## src/rtl/risc_v_mike_lsu_if.sv

```systemverilog
// Word-wide request/acknowledge bus between the load/store unit and
// data memory / MMIO. The LSU is the master; the memory side is the slave.
interface risc_v_mike_lsu_if #(
  parameter int DMEM_AW = 8
);
  logic               dmem_req;
  logic               dmem_we;
  logic               dmem_mmio;
  logic [DMEM_AW-1:0] dmem_addr;
  logic [3:0]         dmem_be;
  logic [31:0]        dmem_wdata;
  logic               dmem_ack;
  logic [31:0]        dmem_rdata;

  modport master (
    output dmem_req, dmem_we, dmem_mmio, dmem_addr, dmem_be, dmem_wdata,
    input  dmem_ack, dmem_rdata
  );

  modport slave (
    input  dmem_req, dmem_we, dmem_mmio, dmem_addr, dmem_be, dmem_wdata,
    output dmem_ack, dmem_rdata
  );
endinterface

```

## src/rtl/risc_v_mike_lsu.sv

```systemverilog
// Load/store unit: decodes a byte address onto the data/stack/MMIO map,
// issues one or two word requests (splitting word-crossing accesses) and
// returns sign- or zero-extended load data. One operation in flight.
module risc_v_mike_lsu #(
  parameter int DATA_MEM_DEPTH = 1024,
  parameter int MMIO_MEM_SIZE  = 64,
  parameter int DMEM_AW        = $clog2(DATA_MEM_DEPTH / 4)
) (
  input  logic              clk,
  input  logic              rst,
  input  logic              lsu_valid,
  output logic              lsu_ready,
  input  logic              lsu_we,
  input  logic [2:0]        lsu_funct3,
  input  logic [31:0]       lsu_addr,
  input  logic [31:0]       lsu_wdata,
  output logic              lsu_done,
  output logic              lsu_fault,
  output logic [31:0]       lsu_rdata,
  risc_v_mike_lsu_if.master dmem
);

  // Physical byte-offset width inside the data memory.
  localparam int          PW         = DMEM_AW + 2;
  localparam logic [31:0] DATA_BASE  = 32'h1001_0000;
  localparam logic [31:0] HALF       = 32'(DATA_MEM_DEPTH / 2);
  localparam logic [31:0] STACK_BASE = 32'h7FFF_F000 - HALF;
  localparam logic [31:0] MMIO_BASE  = 32'hFFFF_0000;
  localparam logic [31:0] MMIO_SIZE  = 32'(MMIO_MEM_SIZE);

  typedef enum logic [1:0] {ST_IDLE, ST_BEAT0, ST_BEAT1, ST_DONE} state_e;
  typedef enum logic [1:0] {RG_NONE, RG_DATA, RG_STACK, RG_MMIO} region_e;

  // Unsigned wrap-around compare: (a - base) < size is true only inside the window.
  function automatic region_e region_of(input logic [31:0] a);
    if ((a - DATA_BASE) < HALF)       return RG_DATA;
    if ((a - STACK_BASE) < HALF)      return RG_STACK;
    if ((a - MMIO_BASE) < MMIO_SIZE)  return RG_MMIO;
    return RG_NONE;
  endfunction

  state_e             state_q, state_d;
  logic               we_q, mmio_q, split_q, fault_q;
  logic [2:0]         funct3_q;
  logic [1:0]         off_q;
  logic [DMEM_AW-1:0] idx_q;
  logic [3:0]         be0_q, be1_q;
  logic [31:0]        wdata_q, word0_q, rdata_q;

  region_e     first_rg, last_rg;
  logic [1:0]  size_m1;
  logic [3:0]  base_mask;
  logic [7:0]  mask;
  logic [PW-1:0] phys;
  logic        legal_f3, in_fault;
  logic [31:0] wdata_rot;

  logic        accept, busy, in_beat1, load_last;
  logic [31:0] lo_word, hi_word, aligned, load_ext;

  assign accept   = lsu_valid && lsu_ready;
  assign busy     = (state_q == ST_BEAT0) || (state_q == ST_BEAT1);
  assign in_beat1 = (state_q == ST_BEAT1);

  // Decode the incoming request: size, legality, region, lane mask and store rotation.
  // NOTE: every variable gets a default before any branch so no latch is inferred.
  always_comb begin
    size_m1   = 2'd3;
    base_mask = 4'b1111;
    phys      = lsu_addr[PW-1:0] - DATA_BASE[PW-1:0];
    wdata_rot = lsu_wdata;
    case (lsu_funct3[1:0])
      2'b00:   begin size_m1 = 2'd0; base_mask = 4'b0001; end
      2'b01:   begin size_m1 = 2'd1; base_mask = 4'b0011; end
      default: begin size_m1 = 2'd3; base_mask = 4'b1111; end
    endcase
    first_rg = region_of(lsu_addr);
    last_rg  = region_of(lsu_addr + {30'b0, size_m1});
    legal_f3 = lsu_we ? (lsu_funct3 <= 3'b010)
                      : (lsu_funct3 != 3'b011 && lsu_funct3 != 3'b110 &&
                         lsu_funct3 != 3'b111);
    in_fault = !legal_f3 || (first_rg == RG_NONE) || (first_rg != last_rg);
    case (first_rg)
      RG_STACK: phys = lsu_addr[PW-1:0] - STACK_BASE[PW-1:0] + HALF[PW-1:0];
      RG_MMIO:  phys = lsu_addr[PW-1:0] - MMIO_BASE[PW-1:0];
      default:  phys = lsu_addr[PW-1:0] - DATA_BASE[PW-1:0];
    endcase
    mask = {4'b0000, base_mask} << phys[1:0];
    case (phys[1:0])
      2'd1:    wdata_rot = {lsu_wdata[23:0], lsu_wdata[31:24]};
      2'd2:    wdata_rot = {lsu_wdata[15:0], lsu_wdata[31:16]};
      2'd3:    wdata_rot = {lsu_wdata[7:0],  lsu_wdata[31:8]};
      default: wdata_rot = lsu_wdata;
    endcase
  end

  // Assemble the {beat1, beat0} window shifted by the byte offset, then extend.
  always_comb begin
    lo_word = in_beat1 ? word0_q : dmem.dmem_rdata;
    hi_word = dmem.dmem_rdata;
    case (off_q)
      2'd1:    aligned = {hi_word[7:0],  lo_word[31:8]};
      2'd2:    aligned = {hi_word[15:0], lo_word[31:16]};
      2'd3:    aligned = {hi_word[23:0], lo_word[31:24]};
      default: aligned = lo_word;
    endcase
    case (funct3_q)
      3'b000:  load_ext = {{24{aligned[7]}}, aligned[7:0]};
      3'b001:  load_ext = {{16{aligned[15]}}, aligned[15:0]};
      3'b100:  load_ext = {24'b0, aligned[7:0]};
      3'b101:  load_ext = {16'b0, aligned[15:0]};
      default: load_ext = aligned;
    endcase
  end

  assign load_last = busy && dmem.dmem_ack && !we_q && (in_beat1 || !split_q);

  // State register.
  // NOTE: sequential state uses non-blocking assignments so every flop samples pre-edge values.
  always_ff @(posedge clk) begin
    if (rst) state_q <= ST_IDLE;
    else     state_q <= state_d;
  end

  // Next-state logic.
  always_comb begin
    state_d = state_q;
    unique case (state_q)
      ST_IDLE:  if (accept) state_d = in_fault ? ST_DONE : ST_BEAT0;
      ST_BEAT0: if (dmem.dmem_ack) state_d = split_q ? ST_BEAT1 : ST_DONE;
      ST_BEAT1: if (dmem.dmem_ack) state_d = ST_DONE;
      ST_DONE:  state_d = ST_IDLE;
      default:  state_d = ST_IDLE;
    endcase
  end

  // Capture the operation on accept, the first read beat, and the final load result.
  always_ff @(posedge clk) begin
    if (rst) begin
      we_q     <= 1'b0;
      funct3_q <= '0;
      off_q    <= '0;
      idx_q    <= '0;
      mmio_q   <= 1'b0;
      be0_q    <= '0;
      be1_q    <= '0;
      split_q  <= 1'b0;
      wdata_q  <= '0;
      fault_q  <= 1'b0;
      word0_q  <= '0;
      rdata_q  <= '0;
    end else begin
      if (accept) begin
        we_q     <= lsu_we;
        funct3_q <= lsu_funct3;
        off_q    <= phys[1:0];
        idx_q    <= phys[PW-1:2];
        mmio_q   <= (first_rg == RG_MMIO);
        be0_q    <= lsu_we ? mask[3:0] : 4'b1111;
        be1_q    <= lsu_we ? mask[7:4] : 4'b1111;
        split_q  <= |mask[7:4];
        wdata_q  <= wdata_rot;
        fault_q  <= in_fault;
        rdata_q  <= '0;
      end
      if (state_q == ST_BEAT0 && dmem.dmem_ack) word0_q <= dmem.dmem_rdata;
      if (load_last) rdata_q <= load_ext;
    end
  end

  assign lsu_ready  = (state_q == ST_IDLE);
  assign lsu_done   = (state_q == ST_DONE);
  assign lsu_fault  = (state_q == ST_DONE) && fault_q;
  assign lsu_rdata  = rdata_q;

  // Request fields are driven only while a beat is outstanding.
  assign dmem.dmem_req   = busy;
  assign dmem.dmem_we    = busy && we_q;
  assign dmem.dmem_mmio  = busy && mmio_q;
  assign dmem.dmem_addr  = !busy ? '0 : (in_beat1 ? idx_q + DMEM_AW'(1) : idx_q);
  assign dmem.dmem_be    = !busy ? 4'b0000 : (in_beat1 ? be1_q : be0_q);
  assign dmem.dmem_wdata = busy ? wdata_q : 32'b0;

endmodule

```

## src/flat_wrapper.sv

```systemverilog
// flat-port wrapper written by rule: the top's interface ports become plain ports
module risc_v_mike_lsu_flat 
#(
  parameter int DATA_MEM_DEPTH = 1024,
  parameter int MMIO_MEM_SIZE  = 64,
  parameter int DMEM_AW        = $clog2(DATA_MEM_DEPTH / 4)
)
  (clk, rst, lsu_valid, lsu_ready, lsu_we, lsu_funct3, lsu_addr, lsu_wdata, lsu_done, lsu_fault, lsu_rdata, dmem_dmem_req, dmem_dmem_we, dmem_dmem_mmio, dmem_dmem_addr, dmem_dmem_be, dmem_dmem_wdata, dmem_dmem_ack, dmem_dmem_rdata);
  risc_v_mike_lsu_if #(.DMEM_AW(DMEM_AW)) dmem_i ();
  input  logic clk;
  input  logic rst;
  input  logic lsu_valid;
  output logic lsu_ready;
  input  logic lsu_we;
  input  logic [2:0] lsu_funct3;
  input  logic [31:0] lsu_addr;
  input  logic [31:0] lsu_wdata;
  output logic lsu_done;
  output logic lsu_fault;
  output logic [31:0] lsu_rdata;
  output wire logic [$bits(dmem_i.dmem_req)-1:0] dmem_dmem_req;
  output wire logic [$bits(dmem_i.dmem_we)-1:0] dmem_dmem_we;
  output wire logic [$bits(dmem_i.dmem_mmio)-1:0] dmem_dmem_mmio;
  output wire logic [$bits(dmem_i.dmem_addr)-1:0] dmem_dmem_addr;
  output wire logic [$bits(dmem_i.dmem_be)-1:0] dmem_dmem_be;
  output wire logic [$bits(dmem_i.dmem_wdata)-1:0] dmem_dmem_wdata;
  input wire logic [$bits(dmem_i.dmem_ack)-1:0] dmem_dmem_ack;
  input wire logic [$bits(dmem_i.dmem_rdata)-1:0] dmem_dmem_rdata;
  assign dmem_dmem_req = dmem_i.dmem_req;
  assign dmem_dmem_we = dmem_i.dmem_we;
  assign dmem_dmem_mmio = dmem_i.dmem_mmio;
  assign dmem_dmem_addr = dmem_i.dmem_addr;
  assign dmem_dmem_be = dmem_i.dmem_be;
  assign dmem_dmem_wdata = dmem_i.dmem_wdata;
  assign dmem_i.dmem_ack = dmem_dmem_ack;
  assign dmem_i.dmem_rdata = dmem_dmem_rdata;
  risc_v_mike_lsu #(.DATA_MEM_DEPTH(DATA_MEM_DEPTH), .MMIO_MEM_SIZE(MMIO_MEM_SIZE), .DMEM_AW(DMEM_AW)) u_core (.clk(clk), .rst(rst), .lsu_valid(lsu_valid), .lsu_ready(lsu_ready), .lsu_we(lsu_we), .lsu_funct3(lsu_funct3), .lsu_addr(lsu_addr), .lsu_wdata(lsu_wdata), .lsu_done(lsu_done), .lsu_fault(lsu_fault), .lsu_rdata(lsu_rdata), .dmem(dmem_i));
endmodule
```

## config.mk

```make
export PLATFORM = sky130hd
export DESIGN_NAME = risc_v_mike_lsu_flat
export DESIGN_NICKNAME = d
export VERILOG_FILES = /design/src/rtl/risc_v_mike_lsu_if.sv /design/src/rtl/risc_v_mike_lsu.sv /design/src/flat_wrapper.sv
export SDC_FILE = /design/constraint.sdc
export NUM_CORES = 1
export LEC_CHECK = 0
export ABC_CLOCK_PERIOD_IN_PS = 8350
export BUFFER_PORTS_ARGS = -buffer_cell sky130_fd_sc_hd__buf_2
export CORE_UTILIZATION = 25
export CTS_CLUSTER_SIZE = 28
export DETAILED_ROUTE_END_ITERATION = 7
export HOLD_SLACK_MARGIN = 0.05
export PLACE_DENSITY_LB_ADDON = 0.15
export SLEW_MARGIN = 20
export SYNTH_ARGS = -nofsm -noshare
export SYNTH_HDL_FRONTEND = slang
export SYNTH_SLANG_ARGS = --single-unit
export TNS_END_PERCENT = 100
```

## constraint.sdc

```tcl
create_clock -name clk -period 8.35 [get_ports clk]
set_input_delay 1.2525 -clock clk [delete_from_list [all_inputs] [get_ports clk]]
set_output_delay 1.2525 -clock clk [all_outputs]
set_load 0.1 [all_outputs]
```

=== Word-level counts from Yosys, hierarchy flattened ===
Cells that the tools add are included.

* Memory bits (read-only): 0
* Word-level logic and storage cells: 124
* Latch bits: 0
* Memories: 0
* Bits in writable memories: 0
* Output and inout bits: 82
* Register bits: 123

* Div/mod/pow operators: 0
* Bitwise operators: 0
* $add $sub $neg: 10
* Shift-type cells: 1
* Multiplexer cells: 47
* Equal/unequal tests: 22
* $lt $le $gt $ge: 7
* Reductions and logical operators: 24
* $mul: 0

{| class="wikitable"
|+ Operator list
! kind !! number
|-
| $pmux W32 S3 || 2
|-
| $lt A32 B10 Y1 const B || 4
|-
| $mux W32 || 4
|-
| $pmux W32 S4 || 1
|-
| $lt A32 B7 Y1 const B || 2
|-
| $sub A32 B29 Y32 const B || 2
|-
| $sub A32 B31 Y32 const B || 2
|-
| $sub A32 B32 Y32 const B || 2
|-
| $add A32 B2 Y32 || 1
|-
| $mux W2 || 16
|-
| $eq A2 B2 Y1 const B || 8
|-
| $mux W4 || 4
|-
| $mux W8 || 2
|-
| $mux W1 || 14
|-
| $add A10 B10 Y10 const B || 1
|-
| $logic_and A1 B1 Y1 || 10
|-
| $mux W10 || 1
|-
| $sub A10 B10 Y10 const B || 1
|-
| $add A8 B1 Y8 const B || 1
|-
| $eq A2 B1 Y1 const B || 4
|-
| $pmux W2 S4 || 1
|-
| $pmux W4 S2 || 1
|-
| $shl A4 B2 Y8 || 1
|-
| $eq A3 B3 Y1 const B || 2
|-
| other kinds (14) || 24
|}

=== Logic depth before layout (Yosys ltp) ===
Gate-level depths: netlist (run 1).

* Depth in word-level cells: 17
* Mapped depth: 14

=== Least setup slack after synthesis (run 1) ===
OpenSTA, ideal clock, no wires.

* Path kind: flip-flop to output port
* Start: register u_core.state_q[0]
* End: output port dmem_dmem_addr[7]
* Slack: 2.645 ns
* Required time: 7.098 ns
* Stages on the path, launching flop included: 9
* Data arrival time: 4.453 ns
* Cell sequence: dfxtp_1 > inv_1 > ha_1 > clkbuf_1 > buf_1 > clkbuf_1 > nand4_1 > or3_1 > a21boi_0

* Word-level cells in the longest chain between the ends: 3
* Elaborated cells on any way between the ends: 5
* Classes of those cells: eq/ne (2); mux (2); reduce/logical (1)

{| class="wikitable"
|+ RTL lines
! what !! RTL line !! text
|-
| start, declared || risc_v_mike_lsu.sv:42 || <nowiki>state_e state_q, state_d;</nowiki>
|-
| start signal, assigned || risc_v_mike_lsu.sv:122 || <nowiki>else state_q <= state_d;</nowiki>
|-
| $eq A2 B2 Y1 or $eq A2 B1 Y1 (tied branches) || risc_v_mike_lsu.sv:62, risc_v_mike_lsu.sv:63 ||
|-
| $mux W8 or $logic_or A1 B1 Y1 (tied branches) || risc_v_mike_lsu.sv:180, risc_v_mike_lsu.sv:62 ||
|-
| $mux W8 (*) || risc_v_mike_lsu.sv:180 || <nowiki>assign dmem.dmem_addr = !busy ? '0 : (in_beat1 ? idx_q + DMEM_AW'(1) : idx_q);</nowiki>
|-
| end, declared || flat_wrapper.sv:24 || <nowiki>output wire logic [$bits(dmem_i.dmem_addr)-1:0] dmem_dmem_addr;</nowiki>
|}

Every way passes the cells marked *; elsewhere a longest branch is shown, timed or not.

=== Worst setup path in the final report (run 1) ===
* Start: input port lsu_addr[1]
* End: register u_core.state_q[1]

* Word-level cells in the longest chain between the ends: 14
* Elaborated cells on any way between the ends: 42
* Classes of those cells: add/sub (7); order compare (6); eq/ne (1); mux (25); reduce/logical (3)

{| class="wikitable"
|+ RTL lines
! what !! RTL line !! text
|-
| start, declared || flat_wrapper.sv:16 || <nowiki>input logic [31:0] lsu_addr;</nowiki>
|-
| $add A32 B2 Y32 or $sub A32 B32 Y32 (tied branches) || risc_v_mike_lsu.sv:78, risc_v_mike_lsu.sv:38 ||
|-
| $sub A32 B32 Y32 or $lt A32 B7 Y1 (tied branches) || risc_v_mike_lsu.sv:38 || <nowiki>if ((a - MMIO_BASE) < MMIO_SIZE) return RG_MMIO;</nowiki>
|-
| $lt A32 B7 Y1 or $mux W1 (tied branches) || risc_v_mike_lsu.sv:38 ||
|-
| $mux W1 || risc_v_mike_lsu.sv:38 ||
|-
| $mux W1 (on tied branches) || risc_v_mike_lsu.sv:38, risc_v_mike_lsu.sv:37 ||
|-
| $mux W1 or $mux W2 (tied branches) || risc_v_mike_lsu.sv:37, risc_v_mike_lsu.sv:39 ||
|-
| $mux W2 (on tied branches) || risc_v_mike_lsu.sv:39, risc_v_mike_lsu.sv:38 ||
|-
| $mux W2 (on tied branches) || risc_v_mike_lsu.sv:38, risc_v_mike_lsu.sv:37 ||
|-
| $mux W2 or $logic_not A2 Y1 (tied branches) || risc_v_mike_lsu.sv:37, risc_v_mike_lsu.sv:82 ||
|-
| $ne A2 B2 Y1 or $logic_or A1 B1 Y1 (tied branches) || risc_v_mike_lsu.sv:82 || <nowiki>in_fault = !legal_f3 || (first_rg == RG_NONE) || (first_rg != last_rg);</nowiki>
|-
| $logic_or A1 B1 Y1 (*) || risc_v_mike_lsu.sv:82 ||
|-
| $mux W2 (*) (2 in series) || risc_v_mike_lsu.sv:129 || <nowiki>ST_IDLE: if (accept) state_d = in_fault ? ST_DONE : ST_BEAT0;</nowiki>
|-
| $pmux W2 S4 (*) || risc_v_mike_lsu.sv:128 || <nowiki>unique case (state_q)</nowiki>
|}

Every way passes the cells marked *; elsewhere a longest branch is shown, timed or not. The select of a mux whose other input is x is not followed.
A chain may end at the register's enable or synchronous reset.

==> results.tsv, run 1 <==
stage	metric	value	unit
run_status	status	complete, no violations	
die	pin_count	186	
worst_setup_path	arrival	4400	ps
drt	drt_iter0_drc	511	
die	fp.dieArea	0.0343	mm^2
logic_synthesis	ys.flop_type	dfxtp_1	
finish	mostFrequentLayoutCells	nand2_1, buf_2, dfxtp_1	
worst_setup_path	path_max_fanout	42	
logic_synthesis	synth_top_area_share	29.3	%
timing	max_freq	244	MHz
logic_synthesis	synth_top_area_cell	dfxtp_1	
place	portBuffers	185	
finish	insertedDiodeCount	0	
finish	drive_above_1_share	25.6	%
cts	cts.sinks	123	
worst_setup_path	worstReg2RegStart	u_core.state_q[0]	
place	place_ws	3780	ps
logic_synthesis	yosysWarnings	0	
worst_setup_path	crit_type	in -> reg	
cts	ctsHtreeMaxLevel	4	
worst_setup_path	reg2reg_depth	12	
die	start_util	25.6	%
cts	clk_latency	430	ps
finish	final_cells	1645	
timing	slew_headroom	30.3	%
timing	min_period	4090	ps
worst_setup_path	timing.critical_path.from	lsu_addr[1]	
global_routing	grt_usage	16.9	%
global_routing	grt_pass1_wl	44500	um
worst_setup_path	critPathRequiredTime	8660	ps
cts	post_cts_buffers	0	
worst_setup_path	r2r_setup_slack	5130	ps
drt	vias	8179	
timing	hold_viol	0	
timing	rsz0062_at_grt	false	
global_routing	grt_max_degree	69	
worst_hold_path	min_path_type	reg -> reg	
finish	fin_util	31.1	%
run	maxCapViolCount	0	
pwr	p_per_area	298	mW/mm^2
drt	wirelength	28900	um
place	dp.cells	1613	
finish	mostFrequentLayoutCell	nand2_1	
logic_synthesis	syn_area	0.00840	mm^2
finish	fillCellCount	3576	
logic_synthesis	ys_ff_latch	123	
drt	first_pass_iters	5	
worst_setup_path	crit_path_end	u_core.state_q[1]	
global_routing	grt_pass1_vias	7779	
logic_synthesis	synth_edf_count	0	
drt	wl_per_cell	17.6	um
timing	setup_ws	4260	ps
logic_synthesis	synthTopCellsByArea	dfxtp_1, nand2_1, mux4_2, a21oi_1, mux2i_1	
logic_synthesis	async_flop_share	0	%
cts	cts.reportedPaths.clkPinSlew	60	ps
cts	cts_tree	built	
die	die_y	185	um
place	gp_congestion	0.838	
logic_synthesis	seq_area_frac_synth	29.3	%
place	hpwlAfterDp	20400	um
die	rows	66	
cts	cts-buffers-inserted	17	
timing	period_share	49.0	%
finish	fin_nets	1302	
pwr	ir_drop	181	uV
worst_setup_path	cp_slowest_stage_delay	570	ps
global_routing	antenna_found_initial	1	
drt	antenna_left	0	
logic_synthesis	synth.distinct_cells	68	
timing	clock_skew	7.22	ps
die	die_w	185	um
finish	synthToLayoutAreaGrowth	21.5	%
worst_setup_path	timing.rr.end	u_core.lsu_rdata[30]	
pwr	p_total	3040	uW
worst_setup_path	critPathSlowestCell	or4_4	
cts	ctsRootBufferMaster	clkbuf_16	
timing	slew_violations	0	
worst_setup_path	crit_path_end_kind	flop	
timing	setup_tns	0	ps
logic_synthesis	syn_nets	1181	
pwr	total_leakage_power	0.00380	uW
logic_synthesis	syn_area_per_cell	7.86	um^2
drt	drc	0	
worst_setup_path	startpoint_type	input port	
die	design.core.area	0.0328	mm^2
cts	cts_hold_buf	0	
cts	cts_resized	0	
cts	clockBufferDepth	2	
global_routing	globalRoute.totalOverflow	0	
worst_setup_path	crit_chain	buf_2, buf_4, ha_1, inv_2, a211oi_4, nand3_1, nor3_2, o21ai_0, or4_4, a2111oi_4, o21ai_1	
timing	worst_pin_slew	1040	ps
logic_synthesis	postSynthCellCount	1069	
timing	finalSetupViolations	0	
drt	drt-vias-per-instance	4.97	
## per-stage QoR
stage	hold WS, ps	instance area (um^2)
4_1_cts	449	10200
6_report	444	10200
3_5_place_dp	441	9600
5_1_grt	461	10200
3_3_place_gp	435	9600
2_1_floorplan	427	8400
## worst max-delay path, delay by kind of cell
kind,cells,cell delay [ps]
simple gates,3,1130
compound gates,4,1010
buf+inv,3,620
fa+ha+maj,1,380
## synthesized netlist by cell type, types with 4 or more instances
master	count
mux4_2	34
a211oi_1	6
dfxtp_1	123
mux2_2	25
ha_1	8
nor4_1	11
buf_1	15
nor2_1	74
xnor2_1	14
o22ai_1	5
o41ai_1	4
o2111ai_1	4
nand3_1	21
nand4_1	14
nor2b_1	8
o211ai_1	19
nor3_1	18
o21ai_0	46
clkbuf_1	64
a22oi_1	19
a31oi_1	11
inv_1	11
a21oi_1	102
buf_2	13
or4_1	4
and3_1	10
nand2b_1	11
a21o_1	4
or3_1	7
nand2_1	218
mux2i_1	46
xor2_1	6
and2_1	43
## cell type report
cell class	instances	area (um^2)	share of cell area (%)
flip-flops and latches	123	2460	24.2
inverters	12	45.0	0.441
well taps	442	553	5.42
multi-input cells	839	5520	54.0
repair buffers	197	1020	9.98
clock inverters	12	173	1.69
clock buffers	20	437	4.28
## how the worst min path moves through the flow
stage	startpoint	end	cells past startpoint
4_1_cts	u_core.wdata_q[3]	u_core.wdata_q[3]	2
6_report	u_core.wdata_q[21]	u_core.wdata_q[21]	2
3_5_place_dp	u_core.wdata_q[14]	u_core.wdata_q[14]	2
3_3_place_gp	u_core.wdata_q[3]	u_core.wdata_q[3]	2
5_1_grt	u_core.wdata_q[14]	u_core.wdata_q[14]	2
2_1_floorplan	u_core.wdata_q[11]	u_core.wdata_q[11]	2
## per-layer routing
layer / routed length (um) / track usage, % / vias up / part of all wire, %
met5: 12 / 0 / - / 0.042
met4: 389 / 4.73 / 2 / 1.3
met3: 1470 / 3.42 / 27 / 5.1
met2: 13700 / 27.6 / 224 / 47
met1: 13300 / 22.3 / 3875 / 46
li1: - / - / 4051 / -
## state kept, by name (all words and copies together) (netlist names), 3 cells and up
name / flops
u_core.be1_q: 4
u_core.funct3_q: 3
u_core.wdata_q: 32
u_core.be0_q: 4
u_core.lsu_rdata: 32
u_core.word0_q: 32
u_core.idx_q: 8
## kinds of logic (layout without fill, tap and decap cells)
group	count (synthesis)	after routing	synth area share (%)
fa+ha+maj	8	8	1.19
mux	105	105	17.9
flops	123	123	29.3
compound gates	245	245	18.2
buf+inv	107	241	5.11
simple gates	459	459	25.7
xor+xnor	22	22	2.55
## power breakdown
group	internal, uW	total, uW	switching [uW]
logic	360	1470	1110
clock network	497	793	296
registers	697	777	80.2
No activity file was read; power rests on OpenSTA's default activity.
==> inputs of run 2 (changes only) <==
--- a/config.mk
+++ b/config.mk
@@ -5,7 +5,7 @@
 export SDC_FILE = /design/constraint.sdc
 export NUM_CORES = 1
 export LEC_CHECK = 0
-export ABC_CLOCK_PERIOD_IN_PS = 8350
+export ABC_CLOCK_PERIOD_IN_PS = 3800
 export BUFFER_PORTS_ARGS = -buffer_cell sky130_fd_sc_hd__buf_2
 export CORE_UTILIZATION = 25
 export CTS_CLUSTER_SIZE = 28
==> constraint.sdc (replaced) <==
create_clock -name clk -period 3.8 [get_ports clk]
set_input_delay 0.57 -clock clk [delete_from_list [all_inputs] [get_ports clk]]
set_output_delay 0.57 -clock clk [all_outputs]
set_load 0.1 [all_outputs]
==> results.tsv, run 2 (synthesis results as in run 1) <==
stage	metric	value	unit	change
cts	ctsHtreeMaxLevel	4		unchanged
place	place_area	0.00971	mm^2	+1.1%
cts	post_cts_buffers	0		unchanged
timing	setup_tns	0	ps	unchanged
die	rows	66		unchanged
finish	fin_nets	1314		+0.92%
finish	register_area	0.00246	mm^2	unchanged
die	pin_count	186		unchanged
timing	setup_ws	604	ps	-3650 ps
die	die_w	185	um	unchanged
run_status	status	complete, no violations		
pwr	total_leakage_power	0.00383	uW	+0.90%
pwr	ir_drop	350	uV	+93%
cts	clockBufferDepth	2		unchanged
drt	wl_per_cell	17.2	um	-2.3%
finish	final_cells	1655		+0.61%
cts	cts_resized	0		unchanged
die	start_util	25.6	%	unchanged
finish	synthToLayoutAreaGrowth	21.6	%	about the same
timing	min_period	3200	ps	
finish	fillCellCount	3606		+0.84%
die	die_y	185	um	unchanged
cts	ctsRootBufferMaster	clkbuf_16		
worst_setup_path	startpoint_type	flop		
timing	period_share	84.1	%	
pwr	p_per_area	626	mW/mm^2	+110%
cts	cts-buffers-inserted	17		unchanged
worst_setup_path	path_max_fanout	21		-50%
timing	slew_violations	0		unchanged
finish	fin_util	31.2	%	about the same
global_routing	grt_util_met1	22.0	%	-0.27 points
cts	cts.sinks	123		unchanged
run	maxCapViolCount	0		unchanged
global_routing	antenna_found_initial	3		+2
worst_setup_path	crit_type	reg -> out		
worst_setup_path	critPathRequiredTime	3230	ps	-5430 ps
cts	cts_tree	built		
finish	multi_input_area	0.00552	mm^2	+0.14%
global_routing	grt_usage	16.8	%	-0.11 points
finish	final_cell_area	0.0102	mm^2	about the same
timing	rsz0062_at_grt	false		
drt	vias	8157		-0.27%
global_routing	grt_pass1_wl	44200	um	-0.79%
timing	slew_headroom	40.5	%	+10 points
timing	worst_pin_slew	891	ps	-145 ps
worst_setup_path	arrival	2630	ps	-1770 ps
worst_setup_path	crit_path_end_kind	primary output		
global_routing	grt_pass1_vias	7790		+0.14%
drt	drt-vias-per-instance	4.93		-0.87%
drt	first_pass_iters	5		unchanged
drt	wirelength	28400	um	-1.7%
global_routing	grt_util_met2	28.0	%	+0.37 points
timing	finalSetupViolations	0		unchanged
drt	antenna_left	0		unchanged
global_routing	met3_usage	3.64	%	+0.22 points
die	fp.dieArea	0.0343	mm^2	unchanged
drt	drc	0		unchanged
global_routing	globalRoute.totalOverflow	0		unchanged
die	design.core.area	0.0328	mm^2	unchanged
place	dp.cells	1625		+0.74%
place	place_ws	460	ps	-3320 ps
finish	mostFrequentLayoutCells	nand2_1, buf_2, dfxtp_1		
drt	drt_iter0_drc	368		-28%
place	portBuffers	185		unchanged
cts	cts.reportedPaths.clkPinSlew	50	ps	about the same
place	gp_congestion	0.844		+0.69%
worst_hold_path	min_path_type	in -> reg		
timing	clock_skew	5.00	ps	-2.23 ps
place	hpwlAfterDp	20900	um	+2.6%
cts	cts_hold_buf	0		unchanged
timing	hold_viol	0		unchanged
finish	drive_above_1_share	26.1	%	+0.47 points
cts	clk_latency	420	ps	about the same
global_routing	grt-busiest-layer	met2		
finish	mostFrequentLayoutCell	nand2_1		
timing	max_freq	313	MHz	
global_routing	grt_max_degree	76		+10%
-- run 2: worst paths after layout --
kind / startpoint / to / slack (ps) / cells past startpoint
setup / recovery: u_core.state_q[0] / dmem_dmem_wdata[1] / 600 / 5
hold reg to reg: u_core.wdata_q[9] / u_core.wdata_q[9] / 440 / 2
setup reg to reg: u_core.state_q[0] / u_core.lsu_rdata[20] / 990 / 8
hold / removal: dmem_dmem_rdata[26] / u_core.word0_q[26] / 390 / 3
-- run 2: worst max-delay path, stage by stage (launching register included) --
cell and delay [ps]:
dfxtp_1 400, inv_1 90, ha_1 810, buf_4 310, and2_1 150, buf_2 430
-- run 2: final cells by class --
type | count | area share (%)
Multi-Input combinational cell | 839 | 54.1
Sequential cell | 123 | 24.1
Timing Repair Buffer | 209 | 11.0
Tap cell | 442 | 5.41
Clock buffer | 26 | 4.79
Inverter | 12 | 0.441
Clock inverter | 3 | 0.147
Antenna cell | 1 | 0.0245
-- run 2: layer usage --
layer	up-vias	share of wire, %
met2	163	47
met5	-	0.028
li1	4090	-
met3	15	4.5
met4	2	0.71
met1	3887	47
-- run 2: through the flow --
stage	hold slack, ps	power, uW
finish	395	6400
global route	378	6810
CTS	370	6510
detailed placement	439	5040
global placement	435	5040
floorplan	427	4270
-- run 2: report_power, final --
group          internal, uW  switching, uW  leakage [uW]
registers              1530            160       0.00100
logic                   828           2440       0.00258
clock network           870            569      0.000250
total                  3230           3170       0.00383
